File: src/rtl/mem_router_pkg.sv
// Shared types and default tables for the CPU-to-slave memory router.
package mem_router_pkg;

  typedef enum logic [1:0] {
    IDLE   = 2'd0,
    ACCESS = 2'd1,
    DONE   = 2'd2,
    ERR    = 2'd3
  } state_t;

  localparam int DEF_NUM_SLAVES = 4;

  // Default map: bits 22:21 select one of four 2 MiB regions
  localparam logic [3:0][23:0] DEF_REGION_BASE = {24'h600000, 24'h400000, 24'h200000, 24'h000000};
  localparam logic [3:0][23:0] DEF_REGION_MASK = {4{24'h600000}};
  localparam logic [3:0][3:0]  DEF_WAIT_STATES = '0;

  function automatic int idx_width(input int n);
    return (n > 1) ? $clog2(n) : 1;
  endfunction

  localparam int DEF_IDX_W = idx_width(DEF_NUM_SLAVES);

endpackage

File: src/rtl/mem_router_if.sv
// CPU-side and slave-side bus of the memory router; 'slave' is the router's view.
interface mem_router_if #(
  parameter int ADDR_W     = 24,
  parameter int DATA_W     = 16,
  parameter int NUM_SLAVES = 4
);
  logic [ADDR_W-1:0]            addr_i;
  logic                         re_i;
  logic                         we_i;
  logic [DATA_W-1:0]            data_i;
  logic [DATA_W-1:0]            data_o;
  logic                         needWait_o;
  logic                         err_o;
  logic [ADDR_W-1:0]            addr_o;
  logic [DATA_W-1:0]            wdata_o;
  logic [NUM_SLAVES-1:0]        re_o;
  logic [NUM_SLAVES-1:0]        we_o;
  logic [NUM_SLAVES*DATA_W-1:0] rdata_i;
  logic [NUM_SLAVES-1:0]        needWait_i;
  logic [7:0]                   err_count_o;

  modport slave (
    input  addr_i, re_i, we_i, data_i, rdata_i, needWait_i,
    output data_o, needWait_o, err_o, addr_o, wdata_o, re_o, we_o, err_count_o
  );

  modport master (
    output addr_i, re_i, we_i, data_i, rdata_i, needWait_i,
    input  data_o, needWait_o, err_o, addr_o, wdata_o, re_o, we_o, err_count_o
  );
endinterface

File: src/rtl/mem_router_decode.sv
// Address decoder: lowest-index matching region wins; re and we together is a protocol error.
module mem_router_decode
  import mem_router_pkg::*;
#(
  parameter int ADDR_W     = 24,
  parameter int NUM_SLAVES = 4,
  parameter logic [NUM_SLAVES-1:0][ADDR_W-1:0] REGION_BASE = DEF_REGION_BASE,
  parameter logic [NUM_SLAVES-1:0][ADDR_W-1:0] REGION_MASK = DEF_REGION_MASK,
  localparam int IDX_W = idx_width(NUM_SLAVES)
) (
  input  logic [ADDR_W-1:0] addr,
  input  logic              re,
  input  logic              we,
  output logic              hit,
  output logic [IDX_W-1:0]  idx,
  output logic              proto_err
);

  // Scanning downwards lets the lowest matching index overwrite higher ones
  always_comb begin
    hit = 1'b0;
    idx = '0;
    for (int k = NUM_SLAVES - 1; k >= 0; k--) begin
      if ((addr & REGION_MASK[k]) == REGION_BASE[k]) begin
        hit = 1'b1;
        idx = IDX_W'(k);
      end
    end
  end

  assign proto_err = re & we;

endmodule

File: src/rtl/mem_router.sv
// Memory router: decodes a CPU access onto one of NUM_SLAVES ports with wait states and timeout.
module mem_router
  import mem_router_pkg::*;
#(
  parameter int ADDR_W     = 24,
  parameter int DATA_W     = 16,
  parameter int NUM_SLAVES = 4,
  parameter logic [NUM_SLAVES-1:0][ADDR_W-1:0] REGION_BASE = DEF_REGION_BASE,
  parameter logic [NUM_SLAVES-1:0][ADDR_W-1:0] REGION_MASK = DEF_REGION_MASK,
  parameter logic [NUM_SLAVES-1:0][3:0]        WAIT_STATES = DEF_WAIT_STATES,
  parameter int TIMEOUT_CYC = 255
) (
  input logic        clk,
  input logic        rst_n,
  mem_router_if.slave bus
);

  localparam int IDX_W = idx_width(NUM_SLAVES);
  localparam int TO_W  = $clog2(TIMEOUT_CYC + 1);

  state_t            state, state_next;
  logic              req, hit, proto_err, op_we, slave_busy;
  logic [IDX_W-1:0]  dec_idx, sel;
  logic [3:0]        wait_cnt;
  logic [TO_W-1:0]   to_cnt;
  logic [DATA_W-1:0] rdata_q, slave_rdata;
  logic [7:0]        err_cnt;
  logic [NUM_SLAVES-1:0] strobe;

  assign req = bus.re_i | bus.we_i;

  mem_router_decode #(
    .ADDR_W(ADDR_W), .NUM_SLAVES(NUM_SLAVES),
    .REGION_BASE(REGION_BASE), .REGION_MASK(REGION_MASK)
  ) u_decode (
    .addr(bus.addr_i), .re(bus.re_i), .we(bus.we_i),
    .hit(hit), .idx(dec_idx), .proto_err(proto_err)
  );

  assign slave_busy  = bus.needWait_i[sel];
  assign slave_rdata = bus.rdata_i[sel*DATA_W +: DATA_W];

  always_ff @(posedge clk or negedge rst_n) begin
    if (!rst_n) state <= IDLE;
    else        state <= state_next;
  end

  // Completion wins over timeout when both fall on the same cycle
  always_comb begin
    state_next = state;
    unique case (state)
      IDLE:   if (req) state_next = (hit && !proto_err) ? ACCESS : ERR;
      ACCESS: begin
        if (wait_cnt == 4'd0 && !slave_busy)          state_next = DONE;
        else if (to_cnt == TO_W'(TIMEOUT_CYC - 1))    state_next = ERR;
      end
      DONE:   state_next = IDLE;
      ERR:    state_next = IDLE;
      default: state_next = IDLE;
    endcase
  end

  always_ff @(posedge clk or negedge rst_n) begin
    if (!rst_n) begin
      bus.addr_o  <= '0;
      bus.wdata_o <= '0;
      sel         <= '0;
      op_we       <= 1'b0;
      wait_cnt    <= '0;
      to_cnt      <= '0;
      rdata_q     <= '0;
      err_cnt     <= '0;
    end else begin
      if (state == IDLE && req) begin
        bus.addr_o  <= bus.addr_i;
        bus.wdata_o <= bus.data_i;
        op_we       <= bus.we_i;
        sel         <= dec_idx;
        wait_cnt    <= WAIT_STATES[dec_idx];
        to_cnt      <= '0;
      end
      if (state == ACCESS) begin
        to_cnt <= to_cnt + TO_W'(1);
        if (wait_cnt != 4'd0) wait_cnt <= wait_cnt - 4'd1;
        if (state_next == DONE && !op_we) rdata_q <= slave_rdata;
      end
      if (state != ERR && state_next == ERR && err_cnt != 8'hFF)
        err_cnt <= err_cnt + 8'd1;
    end
  end

  // Strobes decode straight from state so an async reset drops them at once
  assign strobe          = (state == ACCESS) ? (NUM_SLAVES'(1) << sel) : '0;
  assign bus.re_o        = op_we ? '0 : strobe;
  assign bus.we_o        = op_we ? strobe : '0;
  assign bus.needWait_o  = req && !(state inside {DONE, ERR});
  assign bus.err_o       = (state == ERR);
  assign bus.data_o      = (state == ERR) ? '1 : rdata_q;
  assign bus.err_count_o = err_cnt;

endmodule

File: src/flat_wrapper.sv
// flat-port wrapper written by rule: the top's interface ports become plain ports
module mem_router_flat import mem_router_pkg::*;
#(
  parameter int ADDR_W     = 24,
  parameter int DATA_W     = 16,
  parameter int NUM_SLAVES = 4,
  parameter logic [NUM_SLAVES-1:0][ADDR_W-1:0] REGION_BASE = DEF_REGION_BASE,
  parameter logic [NUM_SLAVES-1:0][ADDR_W-1:0] REGION_MASK = DEF_REGION_MASK,
  parameter logic [NUM_SLAVES-1:0][3:0]        WAIT_STATES = DEF_WAIT_STATES,
  parameter int TIMEOUT_CYC = 255
)
  (clk, rst_n, bus_addr_i, bus_re_i, bus_we_i, bus_data_i, bus_rdata_i, bus_needWait_i, bus_data_o, bus_needWait_o, bus_err_o, bus_addr_o, bus_wdata_o, bus_re_o, bus_we_o, bus_err_count_o);
  mem_router_if #(.ADDR_W(ADDR_W), .DATA_W(DATA_W), .NUM_SLAVES(NUM_SLAVES)) bus_i ();
  input logic clk;
  input logic rst_n;
  input wire logic [$bits(bus_i.addr_i)-1:0] bus_addr_i;
  input wire logic [$bits(bus_i.re_i)-1:0] bus_re_i;
  input wire logic [$bits(bus_i.we_i)-1:0] bus_we_i;
  input wire logic [$bits(bus_i.data_i)-1:0] bus_data_i;
  input wire logic [$bits(bus_i.rdata_i)-1:0] bus_rdata_i;
  input wire logic [$bits(bus_i.needWait_i)-1:0] bus_needWait_i;
  output wire logic [$bits(bus_i.data_o)-1:0] bus_data_o;
  output wire logic [$bits(bus_i.needWait_o)-1:0] bus_needWait_o;
  output wire logic [$bits(bus_i.err_o)-1:0] bus_err_o;
  output wire logic [$bits(bus_i.addr_o)-1:0] bus_addr_o;
  output wire logic [$bits(bus_i.wdata_o)-1:0] bus_wdata_o;
  output wire logic [$bits(bus_i.re_o)-1:0] bus_re_o;
  output wire logic [$bits(bus_i.we_o)-1:0] bus_we_o;
  output wire logic [$bits(bus_i.err_count_o)-1:0] bus_err_count_o;
  assign bus_i.addr_i = bus_addr_i;
  assign bus_i.re_i = bus_re_i;
  assign bus_i.we_i = bus_we_i;
  assign bus_i.data_i = bus_data_i;
  assign bus_i.rdata_i = bus_rdata_i;
  assign bus_i.needWait_i = bus_needWait_i;
  assign bus_data_o = bus_i.data_o;
  assign bus_needWait_o = bus_i.needWait_o;
  assign bus_err_o = bus_i.err_o;
  assign bus_addr_o = bus_i.addr_o;
  assign bus_wdata_o = bus_i.wdata_o;
  assign bus_re_o = bus_i.re_o;
  assign bus_we_o = bus_i.we_o;
  assign bus_err_count_o = bus_i.err_count_o;
  mem_router #(.ADDR_W(ADDR_W), .DATA_W(DATA_W), .NUM_SLAVES(NUM_SLAVES), .REGION_BASE(REGION_BASE), .REGION_MASK(REGION_MASK), .WAIT_STATES(WAIT_STATES), .TIMEOUT_CYC(TIMEOUT_CYC)) u_core (.clk(clk), .rst_n(rst_n), .bus(bus_i));
endmodule
File: config.mk
export PLATFORM = sky130hd
export DESIGN_NAME = mem_router_flat
export DESIGN_NICKNAME = d
export VERILOG_FILES = /design/src/rtl/mem_router_pkg.sv /design/src/rtl/mem_router_if.sv /design/src/rtl/mem_router_decode.sv /design/src/rtl/mem_router.sv /design/src/flat_wrapper.sv
export SDC_FILE = /design/constraint.sdc
export NUM_CORES = 1
export LEC_CHECK = 0
export CAP_MARGIN = 15
export CORE_AREA = 4 4 104 106
export DETAILED_ROUTE_END_ITERATION = 8
export DIE_AREA = 0 0 108 110
export GPL_TIMING_DRIVEN = 0
export PLACE_DENSITY = 0.78
export SLEW_MARGIN = 20
export SYNTH_ARGS = -nofsm -noshare
export SYNTH_HDL_FRONTEND = slang
export SYNTH_SLANG_ARGS = --single-unit
File: constraint.sdc
create_clock -name clk -period 2.8 [get_ports clk]
set_input_delay 0.56 -clock clk [delete_from_list [all_inputs] [get_ports clk]]
set_output_delay 0.56 -clock clk [all_outputs]
set_load 0.01 [all_outputs]
# Yosys cells after proc, flatten, opt, wreduce, memory -nomap -nowiden
# Index checks and enable logic that the tools add are counted.
[classes]
n_addsub = 3
n_lt_le_gt_ge = 2
eq_ne = 11
n_shift = 2
muxes = 26
n_bitwise = 2
reduce_logical = 19
[op_table]
columns = ["operator", "n"]
rows = [
  ["$shiftx 64x7->16", 1],
  ["$mux 4", 7],
  ["$logic_not 24->1", 1],
  ["$add 8x1->8 const B", 2],
  ["$mux 16", 1],
  ["$mux 2", 8],
  ["$mux 8", 2],
  ["$eq 2x2->1 const B", 6],
  ["$bmux 4 s2", 1],
  ["$eq 8x8->1 const B", 1],
  ["$ne 8x8->1 const B", 1],
  ["$logic_and 1x1->1", 7],
  ["$lt 2x3->1 const B", 2],
  ["$pmux 2 s3", 1],
  ["$mux 1", 5],
  ["$eq 2x1->1 const B", 2],
  ["$logic_not 1->1", 4],
  ["$logic_not 4->1", 1],
  ["$reduce_bool 2->1", 2],
  ["$reduce_bool 4->1", 1],
  ["$shl 1x2->4 const A", 1],
  ["$sub 4x1->4 const B", 1],
  ["$bmux 1 s2", 1],
  ["$logic_not 2->1", 1],
  ["5 further kinds", 5],
]
[word_totals]
ff_bits = 81
out_inout_bits = 74

# Longest topological paths before layout
# Gate-level depths: netlist of run 1.
[logic_depth]
ltp_word = 12
depth_mapped = 8

# By module
# A second synthesis of run 1 with hierarchy kept.
[unflattened]
hier_cells = 391
area_unflattened_um2 = 4007.6
[by_module_without_submodules]
columns = ["mod", "instances", "cells_per_inst", "area_each_um2", "seq_area_each_um2"]
rows = [
  ["mem_router", 1, 386, 3982.6, 2026.9],
  ["mem_router_decode", 1, 5, 25.0, 0.0],
]

# Least setup slack after synthesis of run 1
# OpenSTA, ideal clock, no wires.
[synth_path]
kind = "in2reg"
start = "input bus_needWait_i[3]"
end = "register u_core.rdata_q[10]"
setup_ps = 125
arrival_time_ps = 1978
required_ps = 2675
path_slack_ps = 697
stages = 4
cell_sequence = "mux4_2 > nor4_4 > buf_6 > mux2_2"
[synth_via]
elab_chain_len = 9
[synth_lines]
columns = ["item", "line_no", "source"]
rows = [
  ["start: declaration", "flat_wrapper.sv:21", "input wire logic [$bits(bus_i.needWait_i)-1:0] bus_needWait_i;"],
  ["$bmux 1 s2", "mem_router.sv:40", "assign slave_busy = bus.needWait_i[sel];"],
  ["$mux 1 (not written as such)", "mem_router.sv:40", ""],
  ["$logic_not 1->1", "mem_router.sv:54", "if (wait_cnt == 4'd0 && !slave_busy) state_next = DONE;"],
  ["$logic_and 1x1->1", "mem_router.sv:54", ""],
  ["$mux 2", "mem_router.sv:54", ""],
  ["$pmux 2 s3", "mem_router.sv:51", "unique case (state)"],
  ["$eq 2x2->1", "mem_router.sv:85", "if (state_next == DONE && !op_we) rdata_q <= slave_rdata;"],
  ["$logic_and 1x1->1", "mem_router.sv:85", ""],
  ["$reduce_and 2->1 (no line)", "n/a", ""],
  ["end signal: assignment", "mem_router.sv:85", ""],
  ["end: declaration", "mem_router.sv:26", "logic [DATA_W-1:0] rdata_q, slave_rdata;"],
]
# No other way between the ends. The select of a mux whose other input is x is not followed.
# A chain may end at the register's enable or synchronous reset.

# Worst setup path in the final report of run 1
[layout_path]
start = "register u_core.state[0]"
end = "output bus_we_o[0]"
[layout_via]
elab_chain_len = 3
[layout_lines]
columns = ["item", "line_no", "source"]
rows = [
  ["start: declaration", "mem_router.sv:21", "state_t state, state_next;"],
  ["start signal: assignment", "mem_router.sv:45", "else state <= state_next;"],
  ["$eq 2x1->1", "mem_router.sv:93", "assign strobe = (state == ACCESS) ? (NUM_SLAVES'(1) << sel) : '0;"],
  ["$mux 4", "mem_router.sv:93", ""],
  ["$mux 4", "mem_router.sv:95", "assign bus.we_o = op_we ? strobe : '0;"],
  ["end: declaration", "flat_wrapper.sv:28", "output wire logic [$bits(bus_i.we_o)-1:0] bus_we_o;"],
]
# No other way between the ends.

==> flow_metrics.env, run 1 <==
export IMPL_cts_htree_levels=3
export IMPL_grt_pass1_vias=3664
export IMPL_grt_max_degree=54
export IMPL_yosysMostFrequentCell="nand2_1"
export IMPL_ir_drop_uv=584
export IMPL_sw_frac_of_total_pct=37.2
export IMPL_synth_net_count=494
export IMPL_finClkSkew_ps=9.20
export IMPL_synth_area_mux_share_pct=15.1
export IMPL_clock_sinks=81
export IMPL_via_per_inst=4.85
export IMPL_syn_to_final_growth_pct=58.3
export IMPL_leakagePower_nw=2.70
export IMPL_critPathCaptureType="output pin"
export IMPL_cp_start_kind="flop"
export IMPL_yosysSeqAreaShare_pct=52.0
export IMPL_min_path_type="input port to async pin"
export IMPL_chipHeight_um=110
export IMPL_ys_seq_elements=81
export IMPL_synth_async_reset_ratio_pct=100
export IMPL_start_util_pct=39.9
export IMPL_rsz0062_at_grt="no"
export IMPL_cp_slowest_stage_delay_ps=570
export IMPL_met2_usage_pct=34.3
export IMPL_grt_use_met1_pct=24.3
export IMPL_slew_limit_headroom_pct=45.2
export IMPL_first_pass_iters=4
export IMPL_cap_violations=0
export IMPL_clkTransAtPathRegs_ps=90
export IMPL_synth_xor_area_share_pct=1.80
export IMPL_insertion_delay_ps=340
export IMPL_pwr_share_clk_pct=15.0
export IMPL_synth_fa_ha_area_share_pct=1.28
export IMPL_status="finished clean"
export IMPL_reg2regPathDepth=6
export IMPL_reg2reg_setup_slack_ps=450
export IMPL_slowest_stage="clkdlybuf4s50_1"
export IMPL_drive_above_1_share_pct=10.9
export IMPL_clockBufferDepth=2
export IMPL_seq_power_share_pct=31.9
export IMPL_max_freq_mhz=379
export IMPL_regToRegStartpoint="u_core.wait_cnt[0]"
export IMPL_nNetsFinal=689
export IMPL_antenna_left=0
export IMPL_drc=0
export IMPL_fp_coreArea_sq_mm=0.00977
export IMPL_fin_crit_sh_pct=94.2
export IMPL_fillers=847
export IMPL_fin_setup_tns_ps=0
export IMPL_syn_instance_count=378
export IMPL_ys_flop_type="dfrtp_1"
export IMPL_io_buffers=185
export IMPL_tightest_slew_ps=822
export IMPL_drt_total_wl_mm=11.3
export IMPL_pin_count=186
export IMPL_antenna_found_initial=0
export IMPL_p_comb_share_pct=53.1
export IMPL_crit_arrival_ps=2080
export IMPL_synth_top_family_by_area="simple AND/OR/NAND/NOR gates"
export IMPL_place_hpwl_mm=8.89
export IMPL_yosysWarnings=0
export IMPL_grt_usage_pct=19.9
export IMPL_rows=36
export IMPL_grt_overflow=0
export IMPL_die_area_sq_mm=0.0119
export IMPL_finalWeightedCongestion=0.783
export IMPL_drt_iter0_markers=153
export IMPL_utilization_pct=63.1
export IMPL_finalHoldViolations=0
export IMPL_grtUsageMet3_pct=5.71
export IMPL_holdBufCountCts=0
export IMPL_crit_family="simple AND/OR/NAND/NOR gates"
export IMPL_yosysTopAreaCell="dfrtp_1"
export IMPL_cts_tree="done"
export IMPL_fin_crit_ps=2640
export IMPL_synth_area_leaders="dfrtp_1 52%, nand2_1 14%, mux4_2 9.8%, mux2_2 4.6%, nand2b_1 3.2%"
export IMPL_setup_viol=0
export IMPL_r2r_end="u_core.rdata_q[12]"
export IMPL_powerDensity_mw_per_mm2=1040
export IMPL_switchingPower_mw=2.38
export IMPL_syn_avg_cell_area_sq_um=10.3
export IMPL_wl_per_cell_um=15.9
export IMPL_cts_root_buf="clkbuf_8"
export IMPL_power_internal_mw=4.01
export IMPL_yosys_top_cells_count="141 x nand2_1, 81 x dfrtp_1, 20 x nand2b_1"
export IMPL_crit_fanout=7
export IMPL_vias=3450
export IMPL_final_setup_worst_slack_ps=163
export IMPL_maxSlewViolCount=0
export IMPL_synth_area_sq_mm=0.00390
export IMPL_cp_required_ps=2240
export IMPL_synth_edff_count=0
export IMPL_antenna_cells=0
export IMPL_synth_compound_gate_area_share_pct=2.83
export IMPL_synth_simple_area_share_pct=24.1
export IMPL_synthDistinctLibCells=37
export IMPL_critPathKind="flop to output pin"
export IMPL_top_usage_layer="met2"
export IMPL_numCtsBuffers=9
export IMPL_die_w_um=108
export IMPL_critPathBufInv=1
export IMPL_synth_top_area_share_pct=52.0
export IMPL_dpl_worst_slack_ps=67.1
export IMPL_grt_pass1_wl_mm=18.4
export IMPL_critical_path_cell_chain="nor2b_2, nand2_1, nor3_1, clkdlybuf4s50_1"
cells by family after synthesis:
family / Yosys count
AND/OR/NAND/NOR: 208
adder cells (fa/ha/maj): 4
flip-flops: 81
multiplexers: 35
AO/OA/AOI/OAI: 18
XOR/XNOR: 8
buffers and inverters: 24
sequential cells by signal, summed over array words and instances, names as in the netlist:
name	cells
u_core.bus.addr_o	24
u_core.bus.wdata_o	16
u_core.rdata_q	16
u_core.bus.err_count_o	8
u_core.to_cnt	8
u_core.wait_cnt	4
u_core.sel	2
u_core.state	2
u_core.op_we	1
cell usage in the layout (no fill, tap or decap), drive strengths merged, types with 2 or more instances in the layout:
cell type | netlist | layout
nor4 | 3 | 3
nand2b | 20 | 20
ha | 4 | 4
xnor2 | 7 | 7
bufinv | 0 | 2
clkdlybuf4s50 | 0 | 184
nand2 | 141 | 141
dfrtp | 81 | 81
nand3 | 10 | 10
mux4 | 17 | 17
o21ai | 11 | 11
nand4 | 7 | 7
clkbuf | 15 | 23
buf | 4 | 6
o22ai | 2 | 2
clkinv | 0 | 4
mux2 | 17 | 17
nor2 | 10 | 10
inv | 5 | 5
nor3 | 7 | 7
and3 | 3 | 3
power by group through the flow:
stage          clock network, mW  logic [mW]  registers, mW
2_1_floorplan                  0        1.67           2.13
3_3_place_gp                   0        3.37           2.01
3_5_place_dp                   0        3.46           2.03
4_1_cts                    0.983        3.47           2.02
5_1_grt                     1.04        3.74           2.11
6_report                   0.959        3.39           2.04
through the flow:
| stage | hold WS, ps | instances | total power, mW | area (sq um) |
|---|---|---|---|---|
| after detailed placement | 461 | 697 | 5.49 | 5940 |
| after global routing | 160 | 711 | 6.89 | 6170 |
| after global placement | 459 | 696 | 5.38 | 5910 |
| final | 153 | 711 | 6.39 | 6170 |
| after floorplan | 264 | 378 | 3.80 | 3900 |
| after CTS | 153 | 713 | 6.48 | 6170 |
per-layer routing:
layer  vias up  part of all wire (%)
li1       1661                     -
met2       116                    50
met3        13                   6.8
met1      1660                    42
met4         0                   1.2
met5         -                     0
worst max path at each step:
stage,slack (ps),end,start,cells after the start
6_report,160,bus_we_o[0],u_core.state[0],4
5_1_grt,30,bus_we_o[0],u_core.state[0],4
4_1_cts,30,bus_data_o[14],u_core.state[1],4
3_5_place_dp,70,u_core.rdata_q[12],bus_needWait_i[2],5
3_3_place_gp,-1720,u_core.bus.wdata_o[4],rst_n,1
2_1_floorplan,700,u_core.rdata_q[10],bus_needWait_i[3],4
area by class of cell:
class                           instances  area [sq um]  area share [%]
Sequential cell                        81          2030            32.9
Timing Repair Buffer                  186          1880            30.4
Multi-Input combinational cell        273          1760            28.5
Tap cell                              133           166            2.70
Clock buffer                           10           138            2.23
Clock inverter                          6          91.3            1.48
Buffer                                 17          88.8            1.44
Inverter                                5          18.8           0.304
repair_timing:
item,CTS,global route
setup endpoints to repair,1,13
cloned,0,0
resized for setup,1,4
setup buffers,0,0
pin swaps,0,0
Note: power is estimated with default switching activity, not from simulation.
==> run 2: changes to the inputs <==
==> constraint.sdc (replaced) <==
create_clock -name clk -period 3 [get_ports clk]
set_input_delay 0.6 -clock clk [delete_from_list [all_inputs] [get_ports clk]]
set_output_delay 0.6 -clock clk [all_outputs]
set_load 0.01 [all_outputs]
==> run 2 against run 1 <==
Net effect:
- worst hold slack improved by 35 ps
- final cell count grew 0.28%
- global-route usage stayed put
- largest cell class unchanged
- highest routed layer unchanged
==> flow_metrics.env, run 2 (synthesized netlist as in run 1, its figures left out) <==
export IMPL_fp_coreArea_sq_mm=0.00977
export IMPL_grt_pass1_vias=3659
export IMPL_critPathKind="flop to output pin"
export IMPL_utilization_pct=63.1
export IMPL_die_area_sq_mm=0.0119
export IMPL_cts_resized=0
export IMPL_tightest_slew_ps=825
export IMPL_grt_usage_pct=19.9
export IMPL_grt_overflow=0
export IMPL_crit_fanout=10
export IMPL_insertion_delay_ps=340
export IMPL_start_util_pct=39.9
export IMPL_finClkSkew_ps=8.92
export IMPL_pwr_share_clk_pct=15.0
export IMPL_layout_commonest_cell="clkdlybuf4s50_1"
export IMPL_seq_power_share_pct=31.5
export IMPL_antenna_left=0
export IMPL_die_w_um=108
export IMPL_place_area_sq_mm=0.00594
export IMPL_first_pass_iters=4
export IMPL_pin_count=186
export IMPL_max_freq_mhz=358
export IMPL_min_path_type="input port to async pin"
export IMPL_maxSlewViolCount=0
export IMPL_syn_to_final_growth_pct=58.4
export IMPL_power_total_mw=5.97
export IMPL_io_buffers=185
export IMPL_holdBufCountCts=0
export IMPL_clockBufferDepth=2
export IMPL_fin_crit_ps=2790
export IMPL_powerDensity_mw_per_mm2=967
export IMPL_cts_tree="done"
export IMPL_layout_cells_most_common_list="184 x clkdlybuf4s50_1, 141 x nand2_1, 81 x dfrtp_1"
export IMPL_crit_arrival_ps=2190
export IMPL_finalWeightedCongestion=0.783
export IMPL_fillers=849
export IMPL_drt_total_wl_mm=11.3
export IMPL_status="finished clean"
export IMPL_slew_limit_headroom_pct=45.0
export IMPL_critPathCaptureType="output pin"
export IMPL_clock_sinks=81
export IMPL_top_register="u_core.bus.addr_o"
export IMPL_stdcell_count=713
export IMPL_finalHoldViolations=0
export IMPL_vias=3456
export IMPL_cp_required_ps=2400
export IMPL_rows=36
export IMPL_sw_frac_of_total_pct=37.3
export IMPL_power_internal_mw=3.74
export IMPL_antenna_cells=0
export IMPL_grt_max_degree=54
export IMPL_cp_start_kind="flop"
export IMPL_wl_per_cell_um=15.8
export IMPL_post_cts_setup_buffers=0
export IMPL_dp_cells=697
export IMPL_place_hpwl_mm=8.89
export IMPL_antenna_found_initial=0
export IMPL_switchingPower_mw=2.22
export IMPL_cap_violations=0
export IMPL_cts_root_buf="clkbuf_8"
export IMPL_drc=0
export IMPL_setup_viol=0
export IMPL_fin_crit_sh_pct=93.0
export IMPL_rsz0062_at_grt="no"
export IMPL_reg2regPathDepth=6
export IMPL_grt_pass1_wl_mm=18.4
export IMPL_drive_above_1_share_pct=10.5
export IMPL_leakagePower_nw=2.70
export IMPL_reg2reg_setup_slack_ps=640
export IMPL_reg_top3="u_core.bus.addr_o (24), u_core.bus.wdata_o (16), u_core.rdata_q (16)"
export IMPL_via_per_inst=4.85
export IMPL_chipHeight_um=110
export IMPL_cts_htree_levels=3
export IMPL_drt_iter0_markers=147
export IMPL_nNetsFinal=691
export IMPL_finalInstanceArea_sq_mm=0.00617
export IMPL_numCtsBuffers=9
export IMPL_ir_drop_uv=544
export IMPL_p_comb_share_pct=53.4
export IMPL_clkTransAtPathRegs_ps=80
export IMPL_largest_reg_flops=24
run 2: cell count changes in the layout (fill, tap and decap cells not counted), sizes merged:
| cell | delta |
|---|---|
| clkbuf | +2 |
run 2: power groups by stage:
stage	Clock [mW]	Sequential, mW	Combinational [mW]
after global routing	0.966	1.95	3.51
final	0.897	1.88	3.19
after floorplan	0	1.99	1.56
after detailed placement	0	1.90	3.23
after global placement	0	1.88	3.15
after CTS	0.917	1.88	3.24
run 2: area by class of cell:
cell class,count,area (sq um),area share (%)
clock buffers,10,138,2.23
repair buffers,186,1880,30.4
flip-flops and latches,81,2030,32.8
multi-input cells,273,1760,28.5
plain buffers,19,93.8,1.52
inverters,5,18.8,0.304
clock inverters,6,91.3,1.48
well taps,133,166,2.70
run 2: metal layers:
metal	vias up	wire length [um]	share of wire (%)	track usage, %
met5	-	0	0	0
met4	0	147	1.3	5.68
met3	13	779	6.9	5.71
met2	110	5670	50	34.3
met1	1669	4680	41	24.3
li1	1664	-	-	-
run 2: stage by stage:
stage / TNS [ps] / hold slack, ps / worst slack, ps
2_1_floorplan: 0 / 304 / 857
3_3_place_gp: -125560 / 459 / -1560
3_5_place_dp: 0 / 461 / 227
4_1_cts: 0 / 193 / 159
5_1_grt: 0 / 200 / 49.1
6_report: 0 / 188 / 210
run 2: final timing paths:
kind	startpoint	endpoint
max in group asynchronous	rst_n	u_core.bus.addr_o[13]
max	u_core.state[1]	bus_data_o[14]
min	rst_n	u_core.rdata_q[4]
max reg2reg	u_core.wait_cnt[0]	u_core.rdata_q[12]
min in group clk	u_core.bus.addr_o[17]	u_core.bus.addr_o[17]
min reg2reg	u_core.bus.addr_o[17]	u_core.bus.addr_o[17]
run 2: critical path, stage by stage (launching register included):
cell and delay (ps):
dfrtp_1 450, nand2_1 300, clkbuf_1 410, nand2b_1 170, clkdlybuf4s50_1 530
==> run 3: changes to the inputs <==
--- a/config.mk
+++ b/config.mk
@@ -11,6 +11,7 @@
 export DIE_AREA = 0 0 108 110
 export GPL_TIMING_DRIVEN = 0
 export PLACE_DENSITY = 0.78
+export SKIP_CTS_REPAIR_TIMING = 1
 export SLEW_MARGIN = 20
 export SYNTH_ARGS = -nofsm -noshare
 export SYNTH_HDL_FRONTEND = slang
==> constraint.sdc (replaced) <==
create_clock -name clk -period 3 [get_ports clk]
set_input_delay 0.45 -clock clk [delete_from_list [all_inputs] [get_ports clk]]
set_output_delay 0.45 -clock clk [all_outputs]
set_load 0.01 [all_outputs]
==> run 3 against run 2 <==
Net effect:
- via count unchanged
- power about the same
- final area about the same
- routed wire length about the same
- worst hold slack got worse by 150 ps
- final cell count unchanged
- sequential share of layout area about the same
==> flow_metrics.env, run 3 (synthesized netlist as in run 1, its figures left out) <==
export IMPL_min_path_type="input port to async pin"
export IMPL_route_met2_wl_mm=5.66
export IMPL_pin_count=186
export IMPL_nNetsFinal=691
export IMPL_critPathKind="flop to output pin"
export IMPL_stdcell_count=713
export IMPL_via_per_inst=4.85
export IMPL_slowest_stage="clkdlybuf4s50_1"
export IMPL_layout_cells_most_common_list="184 x clkdlybuf4s50_1, 141 x nand2_1, 81 x dfrtp_1"
export IMPL_setup_viol=0
export IMPL_antenna_cells=0
export IMPL_crit_fanout=7
export IMPL_route_met3_wl_um=773
export IMPL_grt_pass1_wl_mm=18.4
export IMPL_largest_reg_flops=24
export IMPL_cap_violations=0
export IMPL_io_buffers=185
export IMPL_finalInstanceArea_sq_mm=0.00617
export IMPL_dpl_worst_slack_ps=377
export IMPL_final_setup_worst_slack_ps=306
export IMPL_power_internal_mw=3.74
export IMPL_finalHoldViolations=0
export IMPL_cp_slowest_stage_delay_ps=570
export IMPL_vias=3456
export IMPL_slew_limit_headroom_pct=45.0
export IMPL_critPathCaptureType="output pin"
export IMPL_top_register="u_core.bus.addr_o"
export IMPL_grt_pass1_vias=3659
export IMPL_cp_start_kind="flop"
export IMPL_multiInputGateArea_sq_mm=0.00176
export IMPL_numCtsBuffers=9
export IMPL_grt_max_degree=54
export IMPL_layout_commonest_cell="clkdlybuf4s50_1"
export IMPL_fillers=849
export IMPL_antenna_left=0
export IMPL_area_sequential_sq_mm=0.00203
export IMPL_fin_crit_ps=2690
export IMPL_insertion_delay_ps=340
export IMPL_rows=36
export IMPL_antenna_found_initial=0
export IMPL_drt_total_wl_mm=11.3
export IMPL_clkTransAtPathRegs_ps=80
export IMPL_rsz0062_at_grt="no"
export IMPL_clockBufferDepth=2
export IMPL_syn_to_final_growth_pct=58.3
export IMPL_finClkSkew_ps=9.27
export IMPL_drive_above_1_share_pct=10.3
export IMPL_place_area_sq_mm=0.00594
export IMPL_grt_overflow=0
export IMPL_fp_coreArea_sq_mm=0.00977
export IMPL_cts_tree="done"
export IMPL_die_w_um=108
export IMPL_die_area_sq_mm=0.0119
export IMPL_critPathBufInv=1
export IMPL_sw_frac_of_total_pct=37.2
export IMPL_fin_crit_sh_pct=89.8
export IMPL_grt_usage_pct=19.9
export IMPL_switchingPower_mw=2.22
export IMPL_tightest_slew_ps=825
export IMPL_powerDensity_mw_per_mm2=967
export IMPL_place_hpwl_mm=8.89
export IMPL_cts_htree_levels=3
export IMPL_drt_iter0_markers=150
export IMPL_p_comb_share_pct=53.4
export IMPL_cts_root_buf="clkbuf_8"
export IMPL_utilization_pct=63.1
export IMPL_drc=0
export IMPL_reg_top3="u_core.bus.addr_o (24), u_core.bus.wdata_o (16), u_core.rdata_q (16)"
export IMPL_max_freq_mhz=371
export IMPL_clock_sinks=81
export IMPL_wl_per_cell_um=15.8
export IMPL_cp_required_ps=2550
export IMPL_dp_cells=697
export IMPL_pwr_share_clk_pct=15.0
export IMPL_status="finished clean"
export IMPL_chipHeight_um=110
export IMPL_power_total_mw=5.96
export IMPL_first_pass_iters=4
export IMPL_finalWeightedCongestion=0.783
export IMPL_critical_path_cell_chain="nor2b_1, nand2_1, nor3_1, clkdlybuf4s50_1"
export IMPL_maxSlewViolCount=0
export IMPL_seq_power_share_pct=31.6
export IMPL_top_layer="met4"
export IMPL_crit_family="simple AND/OR/NAND/NOR gates"
export IMPL_start_util_pct=39.9
export IMPL_leakagePower_nw=2.69
export IMPL_crit_arrival_ps=2240
export IMPL_m1WireLength_mm=4.71
export IMPL_ir_drop_uv=545
[run 3: cell count changes in the layout (fill, tap and decap cells not counted)]
cell,before,now
nor2b_1,0,1
nor2b_2,1,0
[run 3: cell type report]
class | count | share of cell area, %
buffer | 19 | 1.52
inverter | 5 | 0.304
timing repair buffer | 186 | 30.4
tap | 133 | 2.70
multi-input combinational | 273 | 28.5
clock buffer | 10 | 2.23
clock inverter | 6 | 1.48
sequential | 81 | 32.9
[run 3: through the flow]
stage / hold slack (ps) / TNS [ps]
after CTS: 43.0 / 0
after global placement: 459 / -113410
final: 41.8 / 0
after global routing: 49.8 / 0
after floorplan: 154 / 0
after detailed placement: 420 / 0
[run 3: worst paths after layout]
| kind | from | slack, ps | to | cells past startpoint |
|---|---|---|---|---|
| max | u_core.state[0] | 310 | bus_we_o[0] | 4 |
| min | rst_n | 40 | u_core.rdata_q[4] | 1 |
| max reg2reg | u_core.wait_cnt[0] | 640 | u_core.rdata_q[12] | 6 |
| min reg2reg | u_core.bus.addr_o[17] | 480 | u_core.bus.addr_o[17] | 2 |
| max in group asynchronous | rst_n | 2370 | u_core.bus.addr_o[13] | 2 |
| min in group clk | u_core.bus.addr_o[17] | 480 | u_core.bus.addr_o[17] | 2 |
[run 3: power by group through the flow]
stage	combinational [mW]	sequential [mW]	clock (mW)
3_3_place_gp	3.15	1.88	0
5_1_grt	3.51	1.95	0.966
4_1_cts	3.24	1.88	0.917
2_1_floorplan	1.56	1.99	0
6_report	3.19	1.88	0.895
3_5_place_dp	3.23	1.90	0
[run 3: layer usage]
layer | global-route usage, % | up-vias
met3 | 5.71 | 13
li1 | - | 1664
met2 | 34.3 | 112
met4 | 5.68 | 0
met5 | 0 | -
met1 | 24.3 | 1667
